File: src/rtl/riscv_decode_stage.sv
// Registered RV32I decode stage with optional M and Zicsr decode, placed between fetch and execute.
// One-deep output register: holds under backpressure, drops on flush, and counts issued illegal bundles.
`ifndef ALU_DEFINES
`define ALU_DEFINES
`define ALU_OP_WIDTH 4
`define ALU_ADD  4'd0
`define ALU_SUB  4'd1
`define ALU_XOR  4'd2
`define ALU_OR   4'd3
`define ALU_AND  4'd4
`define ALU_SLL  4'd5
`define ALU_SRL  4'd6
`define ALU_SRA  4'd7
`define ALU_SLT  4'd8
`define ALU_SLTU 4'd9
`define ALU_EQ   4'd10
`define ALU_NE   4'd11
`define ALU_LTS  4'd12
`define ALU_GES  4'd13
`define ALU_LTU  4'd14
`define ALU_GEU  4'd15
`endif

module riscv_decode_stage #(
   parameter int unsigned ENABLE_M   = 0,
   parameter int unsigned ENABLE_CSR = 1,
   parameter int unsigned CNT_W      = 16
) (
   input  logic                     clk_i,
   input  logic                     rst_i,
   input  logic                     flush_i,
   input  logic                     in_valid_i,
   output logic                     in_ready_o,
   input  logic [31:0]              instr_i,
   input  logic [31:0]              pc_i,
   output logic                     out_valid_o,
   input  logic                     out_ready_i,
   output logic [31:0]              out_instr_o,
   output logic [31:0]              out_pc_o,
   output logic [1:0]               ex_op_a_sel_o,
   output logic [2:0]               ex_op_b_sel_o,
   output logic [`ALU_OP_WIDTH-1:0] alu_op_o,
   output logic                     mem_req_o,
   output logic                     mem_we_o,
   output logic [2:0]               mem_size_o,
   output logic                     gpr_we_a_o,
   output logic [1:0]               wb_src_sel_o,
   output logic [2:0]               mdu_op_o,
   output logic [2:0]               csr_op_o,
   output logic                     branch_o,
   output logic                     jal_o,
   output logic                     jalr_o,
   output logic                     illegal_instr_o,
   output logic [CNT_W-1:0]         illegal_cnt_o
);
   localparam logic [6:0] OPC_LOAD     = 7'b0000011;
   localparam logic [6:0] OPC_MISC_MEM = 7'b0001111;
   localparam logic [6:0] OPC_OP_IMM   = 7'b0010011;
   localparam logic [6:0] OPC_AUIPC    = 7'b0010111;
   localparam logic [6:0] OPC_STORE    = 7'b0100011;
   localparam logic [6:0] OPC_OP       = 7'b0110011;
   localparam logic [6:0] OPC_LUI      = 7'b0110111;
   localparam logic [6:0] OPC_BRANCH   = 7'b1100011;
   localparam logic [6:0] OPC_JALR     = 7'b1100111;
   localparam logic [6:0] OPC_JAL      = 7'b1101111;
   localparam logic [6:0] OPC_SYSTEM   = 7'b1110011;

   typedef struct packed {
      logic [31:0]              instr;
      logic [31:0]              pc;
      logic [1:0]               op_a;
      logic [2:0]               op_b;
      logic [`ALU_OP_WIDTH-1:0] alu_op;
      logic                     mem_req;
      logic                     mem_we;
      logic [2:0]               mem_size;
      logic                     gpr_we;
      logic [1:0]               wb_src;
      logic [2:0]               mdu_op;
      logic [2:0]               csr_op;
      logic                     branch;
      logic                     jal;
      logic                     jalr;
      logic                     illegal;
   } bundle_t;

   bundle_t                  dec;
   bundle_t                  bundle_d, bundle_q;
   logic                     valid_d, valid_q;
   logic [CNT_W-1:0]         cnt_d, cnt_q;
   logic [6:0]               opc, funct7;
   logic [2:0]               funct3;
   logic [`ALU_OP_WIDTH-1:0] alu_base;
   logic                     accept;

   always_comb begin
      opc    = instr_i[6:0];
      funct3 = instr_i[14:12];
      funct7 = instr_i[31:25];
      unique case (funct3)
         3'b000:  alu_base = `ALU_ADD;
         3'b001:  alu_base = `ALU_SLL;
         3'b010:  alu_base = `ALU_SLT;
         3'b011:  alu_base = `ALU_SLTU;
         3'b100:  alu_base = `ALU_XOR;
         3'b101:  alu_base = `ALU_SRL;
         3'b110:  alu_base = `ALU_OR;
         default: alu_base = `ALU_AND;
      endcase

      dec        = '0;
      dec.instr  = instr_i;
      dec.pc     = pc_i;
      dec.alu_op = `ALU_ADD;
      if (instr_i[1:0] != 2'b11) begin
         dec.illegal = 1'b1;
      end else begin
         case (opc)
            OPC_OP: begin
               dec.gpr_we = 1'b1;
               if (funct7 == 7'b0000000) dec.alu_op = alu_base;
               else if (funct7 == 7'b0100000 && funct3 == 3'b000) dec.alu_op = `ALU_SUB;
               else if (funct7 == 7'b0100000 && funct3 == 3'b101) dec.alu_op = `ALU_SRA;
               else if (ENABLE_M != 0 && funct7 == 7'b0000001) begin
                  dec.wb_src = 2'd2;
                  dec.mdu_op = funct3;
               end else dec.illegal = 1'b1;
            end
            OPC_OP_IMM: begin
               dec.op_b   = 3'd1;
               dec.gpr_we = 1'b1;
               dec.alu_op = alu_base;
               if (funct3 == 3'b001 && funct7 != 7'b0000000) dec.illegal = 1'b1;
               if (funct3 == 3'b101) begin
                  if (funct7 == 7'b0100000) dec.alu_op = `ALU_SRA;
                  else if (funct7 != 7'b0000000) dec.illegal = 1'b1;
               end
            end
            OPC_LUI:   begin dec.op_a = 2'd2; dec.op_b = 3'd2; dec.gpr_we = 1'b1; end
            OPC_AUIPC: begin dec.op_a = 2'd1; dec.op_b = 3'd2; dec.gpr_we = 1'b1; end
            OPC_LOAD: begin
               dec.op_b     = 3'd1;
               dec.mem_req  = 1'b1;
               dec.mem_size = funct3;
               dec.gpr_we   = 1'b1;
               dec.wb_src   = 2'd1;
               dec.illegal  = (funct3 == 3'b011) || (funct3 == 3'b110) || (funct3 == 3'b111);
            end
            OPC_STORE: begin
               dec.op_b     = 3'd3;
               dec.mem_req  = 1'b1;
               dec.mem_we   = 1'b1;
               dec.mem_size = funct3;
               dec.illegal  = funct3[2] || (funct3 == 3'b011);
            end
            OPC_BRANCH: begin
               dec.branch = 1'b1;
               case (funct3)
                  3'b000:  dec.alu_op = `ALU_EQ;
                  3'b001:  dec.alu_op = `ALU_NE;
                  3'b100:  dec.alu_op = `ALU_LTS;
                  3'b101:  dec.alu_op = `ALU_GES;
                  3'b110:  dec.alu_op = `ALU_LTU;
                  3'b111:  dec.alu_op = `ALU_GEU;
                  default: dec.illegal = 1'b1;
               endcase
            end
            OPC_JAL:  begin dec.op_a = 2'd1; dec.op_b = 3'd4; dec.jal = 1'b1; dec.gpr_we = 1'b1; end
            OPC_JALR: begin
               dec.op_a    = 2'd1;
               dec.op_b    = 3'd4;
               dec.jalr    = 1'b1;
               dec.gpr_we  = 1'b1;
               dec.illegal = (funct3 != 3'b000);
            end
            OPC_MISC_MEM: dec.illegal = 1'b0;
            OPC_SYSTEM: begin
               if (funct3 == 3'b000) begin
                  dec.illegal = (instr_i != 32'h0000_0073) && (instr_i != 32'h0010_0073);
               end else if (ENABLE_CSR != 0) begin
                  dec.gpr_we = 1'b1;
                  dec.wb_src = 2'd3;
                  dec.csr_op = funct3;
               end else dec.illegal = 1'b1;
            end
            default: dec.illegal = 1'b1;
         endcase
      end
      // An illegal bundle must not cause any side effect downstream.
      if (dec.illegal) begin
         dec         = '0;
         dec.instr   = instr_i;
         dec.pc      = pc_i;
         dec.illegal = 1'b1;
      end
   end

   assign in_ready_o = !valid_q || out_ready_i;
   assign accept     = in_valid_i && in_ready_o && !flush_i;

   always_comb begin
      valid_d  = valid_q;
      bundle_d = bundle_q;
      cnt_d    = cnt_q;
      if (flush_i) valid_d = 1'b0;
      else if (in_ready_o) valid_d = accept;
      if (accept) bundle_d = dec;
      if (valid_q && out_ready_i && bundle_q.illegal && !flush_i && !(&cnt_q))
         cnt_d = cnt_q + CNT_W'(1);
   end

   always_ff @(posedge clk_i) begin
      if (rst_i) begin
         valid_q  <= 1'b0;
         bundle_q <= '0;
         cnt_q    <= '0;
      end else begin
         valid_q  <= valid_d;
         bundle_q <= bundle_d;
         cnt_q    <= cnt_d;
      end
   end

   assign out_valid_o     = valid_q;
   assign out_instr_o     = bundle_q.instr;
   assign out_pc_o        = bundle_q.pc;
   assign ex_op_a_sel_o   = bundle_q.op_a;
   assign ex_op_b_sel_o   = bundle_q.op_b;
   assign alu_op_o        = bundle_q.alu_op;
   assign mem_req_o       = bundle_q.mem_req;
   assign mem_we_o        = bundle_q.mem_we;
   assign mem_size_o      = bundle_q.mem_size;
   assign gpr_we_a_o      = bundle_q.gpr_we;
   assign wb_src_sel_o    = bundle_q.wb_src;
   assign mdu_op_o        = bundle_q.mdu_op;
   assign csr_op_o        = bundle_q.csr_op;
   assign branch_o        = bundle_q.branch;
   assign jal_o           = bundle_q.jal;
   assign jalr_o          = bundle_q.jalr;
   assign illegal_instr_o = bundle_q.illegal;
   assign illegal_cnt_o   = cnt_q;
endmodule

File: config.mk
export PLATFORM = sky130hd
export DESIGN_NAME = riscv_decode_stage
export DESIGN_NICKNAME = d
export VERILOG_FILES = /design/src/rtl/riscv_decode_stage.sv
export SDC_FILE = /design/constraint.sdc
export NUM_CORES = 1
export LEC_CHECK = 0
export ABC_AREA = 1
export CAP_MARGIN = 15
export CORE_UTILIZATION = 47
export CTS_CLUSTER_SIZE = 16
export DETAILED_ROUTE_END_ITERATION = 6
export PLACE_DENSITY = 0.94
export SETUP_SLACK_MARGIN = 0.1
export SYNTH_ARGS = -nofsm -noshare
export SYNTH_HDL_FRONTEND = slang
export SYNTH_SLANG_ARGS = --single-unit
File: constraint.sdc
create_clock -name clk_i -period 2.9 [get_ports clk_i]
set_input_delay 0.435 -clock clk_i [delete_from_list [all_inputs] [get_ports clk_i]]
set_output_delay 0.435 -clock clk_i [all_outputs]
set_load 0.03 [all_outputs]
==> impl_metrics.yaml <==
clock_network:
  cts_tree: "built"
  insertion_delay_ns: 0.36
  cts_buffers: 9
  postCtsSetupBuffers: 0
  clk_pin_slew_worst_paths_ns: 0.09
  cts_root_buf: "clkbuf_8"
  cts-htree-levels: 3
  ctsResizeCount: 0
  holdBufCountCts: 0
  cts_sinks: 105
  clockBufferDepth: 2
floorplan:
  initial_core_util_pct: 49.2
  chipWidth_um: 101
  die_area_mm2: 0.0102
  row_count: 35
  fp.dieH_um: 101
  boundaryPins: 178
  core_mm2: 0.00933
layout:
  final_area_mm2: 0.00662
  nFillCells: 758
  fin_nets: 896
  regArea_mm2: 0.00210
  diodes: 0
  drive_above_1_share_pct: 4.48
  multi_input_area_mm2: 0.00216
  finalNonFillerCells: 955
  syn_to_final_growth_pct: 44.2
synth:
  ys_warn_count: 0
  synth_seq_cells: 105
  synth_edf_count: 0
  netlist_instances: 663
  yosysTopAreaCellShare_pct: 45.8
  yosysSeqAreaShare_pct: 45.8
  synth_area_mm2: 0.00459
  synthArstFlopShare_pct: 0
  netlist_top_cells_count: "nor2_1 (160), nand2_1 (111), dfxtp_1 (105), o21ai_0 (71), a21oi_1 (49)"
  synth_area_leaders: "dfxtp_1 (46%), nor2_1 (13%), nand2_1 (9.1%)"
  ys_types: 31
  synthFlopType: "dfxtp_1"
  synth_most_common_cell: "nor2_1"
  yosys.area.top_type: "dfxtp_1"
  postSynthAreaPerCell_um2: 6.92
placement:
  hpwl_mm: 9.21
  placed_cell_area_mm2: 0.00643
  io_buffers: 174
  gp_congestion: 0.925
  dp.cells: 940
min_path:
  hold_depth: 2
  whs_endpoint: "alu_op_o[3]"
  worstHoldStart: "alu_op_o[3]"
  min_path_type: "register to register"
pwr:
  switching_share_pct: 28.8
  finalPower_mw: 2.97
  p_sw_uw: 855
  power.internal_mw: 2.12
  p_per_area_mw_per_mm2: 449
  p_seq_share_pct: 51.7
  leakage_nw: 2.54
  peakVddDrop_mv: 0.247
  pwr-share-comb_pct: 19.2
  clockPowerShare_pct: 29.2
sta:
  tns_ns: 0
  fmax_ghz: 0.455
  hold_viol_final: 0
  post-route-period-util_pct: 75.7
  clock_skew_ns: 0.0184
  final-setup-viol-count: 0
  rsz0062_at_grt: "no"
  finalMaxSlewViolations: 0
  fin_crit_ns: 2.20
routing:
  antenna_left: 0
  drt-initial-drc-count: 205
  avgViaCountPerCell: 5.03
  route.detailed.drc: 0
  finalWirelength_mm: 12.5
  dr.pass1.iters: 5
  vias: 4800
  wl_per_cell_um: 13.0
critical_path:
  critPathArrivalTime_ns: 1.76
  crit_type: "primary input to output port"
  reg2reg_from: "illegal_cnt_o[7]"
  path_max_fanout: 3
  critPathLaunchType: "primary input"
  crit_path_end_kind: "output port"
  worstReg2RegEnd: "illegal_cnt_o[11]"
  worst-r2r-cell-count: 8
  r2r_slack_ns: 0.96
  cp.required_ns: 2.47
run_status:
  outcome: "complete, no violations"
grt:
  gr-total-overflow: 0
  grt.total_usage_pct: 25.6
  grt_pass1_wl_mm: 20.6
  grt_antenna_before_repair: 0
  grt_max_degree: 60
  grt_pass1_vias: 4413
job:
  max-cap-violations: 0
[worst max-delay path, stage by stage]
cell and delay (ns):
clkdlybuf4s50_1 0.48, nor2_1 0.05, inv_1 0.11, clkdlybuf4s50_1 0.68
[area by class of cell]
class                      count  share of cell area (%)
clock buffer                  11                    2.29
clock inverter                 4                   0.548
inverter                      49                    2.78
multi-input combinational    476                    32.7
sequential                   105                    31.8
tap                          129                    2.44
timing repair buffer         181                    27.5
[per-layer routing]
| metal | global-route usage, % | up-vias | share of wire (%) |
|---|---|---|---|
| li1 | - | 2440 | - |
| met1 | 31.6 | 2140 | 42 |
| met2 | 44.3 | 196 | 48 |
| met3 | 4.85 | 24 | 7.9 |
| met4 | 9.48 | 0 | 2.1 |
| met5 | 0 | - | 0 |
[registers in the layout, indices dropped and copies added (netlist names), 2 cells and up]
register and count:
csr_op_o 3, alu_op_o 4, ex_op_b_sel_o 3, mem_size_o 3, out_pc_o 32, wb_src_sel_o 2, ex_op_a_sel_o 2, out_instr_o 32
illegal_cnt_o 16
[logic make-up after synthesis]
group / after synthesis / synth area share, %
DFF: 105 / 45.8
adders and majority gates: 5 / 1.36
AOI/OAI and AO/OA: 126 / 14.0
and+or+nand+nor: 335 / 30.0
buffers and inverters: 84 / 7.36
xor gates and xnor gates: 7 / 1.34
other: 1 / 0.0817
[per-stage QoR]
step           worst slack [ns]  util [%]  hold slack [ns]
4_1_cts                   0.705      70.9            0.475
2_1_floorplan              1.11         -            0.513
3_3_place_gp              0.391      68.9            0.454
3_5_place_dp              0.367      68.9            0.461
6_report                  0.704      70.9            0.473
5_1_grt                   0.507      70.9            0.498
[power groups by stage]
| stage | clock (mW) | combinational [mW] | sequential (mW) |
|---|---|---|---|
| after floorplan | 0 | 0.175 | 1.69 |
| after global placement | 0 | 0.565 | 1.57 |
| after detailed placement | 0 | 0.570 | 1.57 |
| after CTS | 0.892 | 0.572 | 1.54 |
| after global routing | 0.953 | 0.616 | 1.55 |
| final | 0.867 | 0.570 | 1.54 |
[cell usage in the layout (no fill, tap or decap), types with 3 or more instances in the layout]
master / instances
a211oi_1: 4
nand3_1: 37
buf_4: 5
dfxtp_1: 105
nand2_1: 111
clkbuf_8: 11
nand4_1: 5
nor3_1: 8
nor2_1: 160
inv_2: 8
conb_1: 3
ha_1: 5
a21oi_1: 49
o21ai_0: 71
clkdlybuf4s50_1: 174
xor2_1: 6
inv_1: 41
[worst max-delay path by stage]
stage | endpoint | start | depth (start not counted) | slack (ns)
2_1_floorplan | illegal_cnt_o[15] | illegal_cnt_o[1] | 7 | 1.11
3_3_place_gp | mem_size_o[2] | instr_i[1] | 11 | 0.39
3_5_place_dp | mem_size_o[1] | instr_i[0] | 11 | 0.37
4_1_cts | in_ready_o | out_ready_i | 4 | 0.71
5_1_grt | mem_req_o | instr_i[0] | 11 | 0.51
6_report | in_ready_o | out_ready_i | 4 | 0.70
Note: power is estimated with default switching activity, not from simulation.
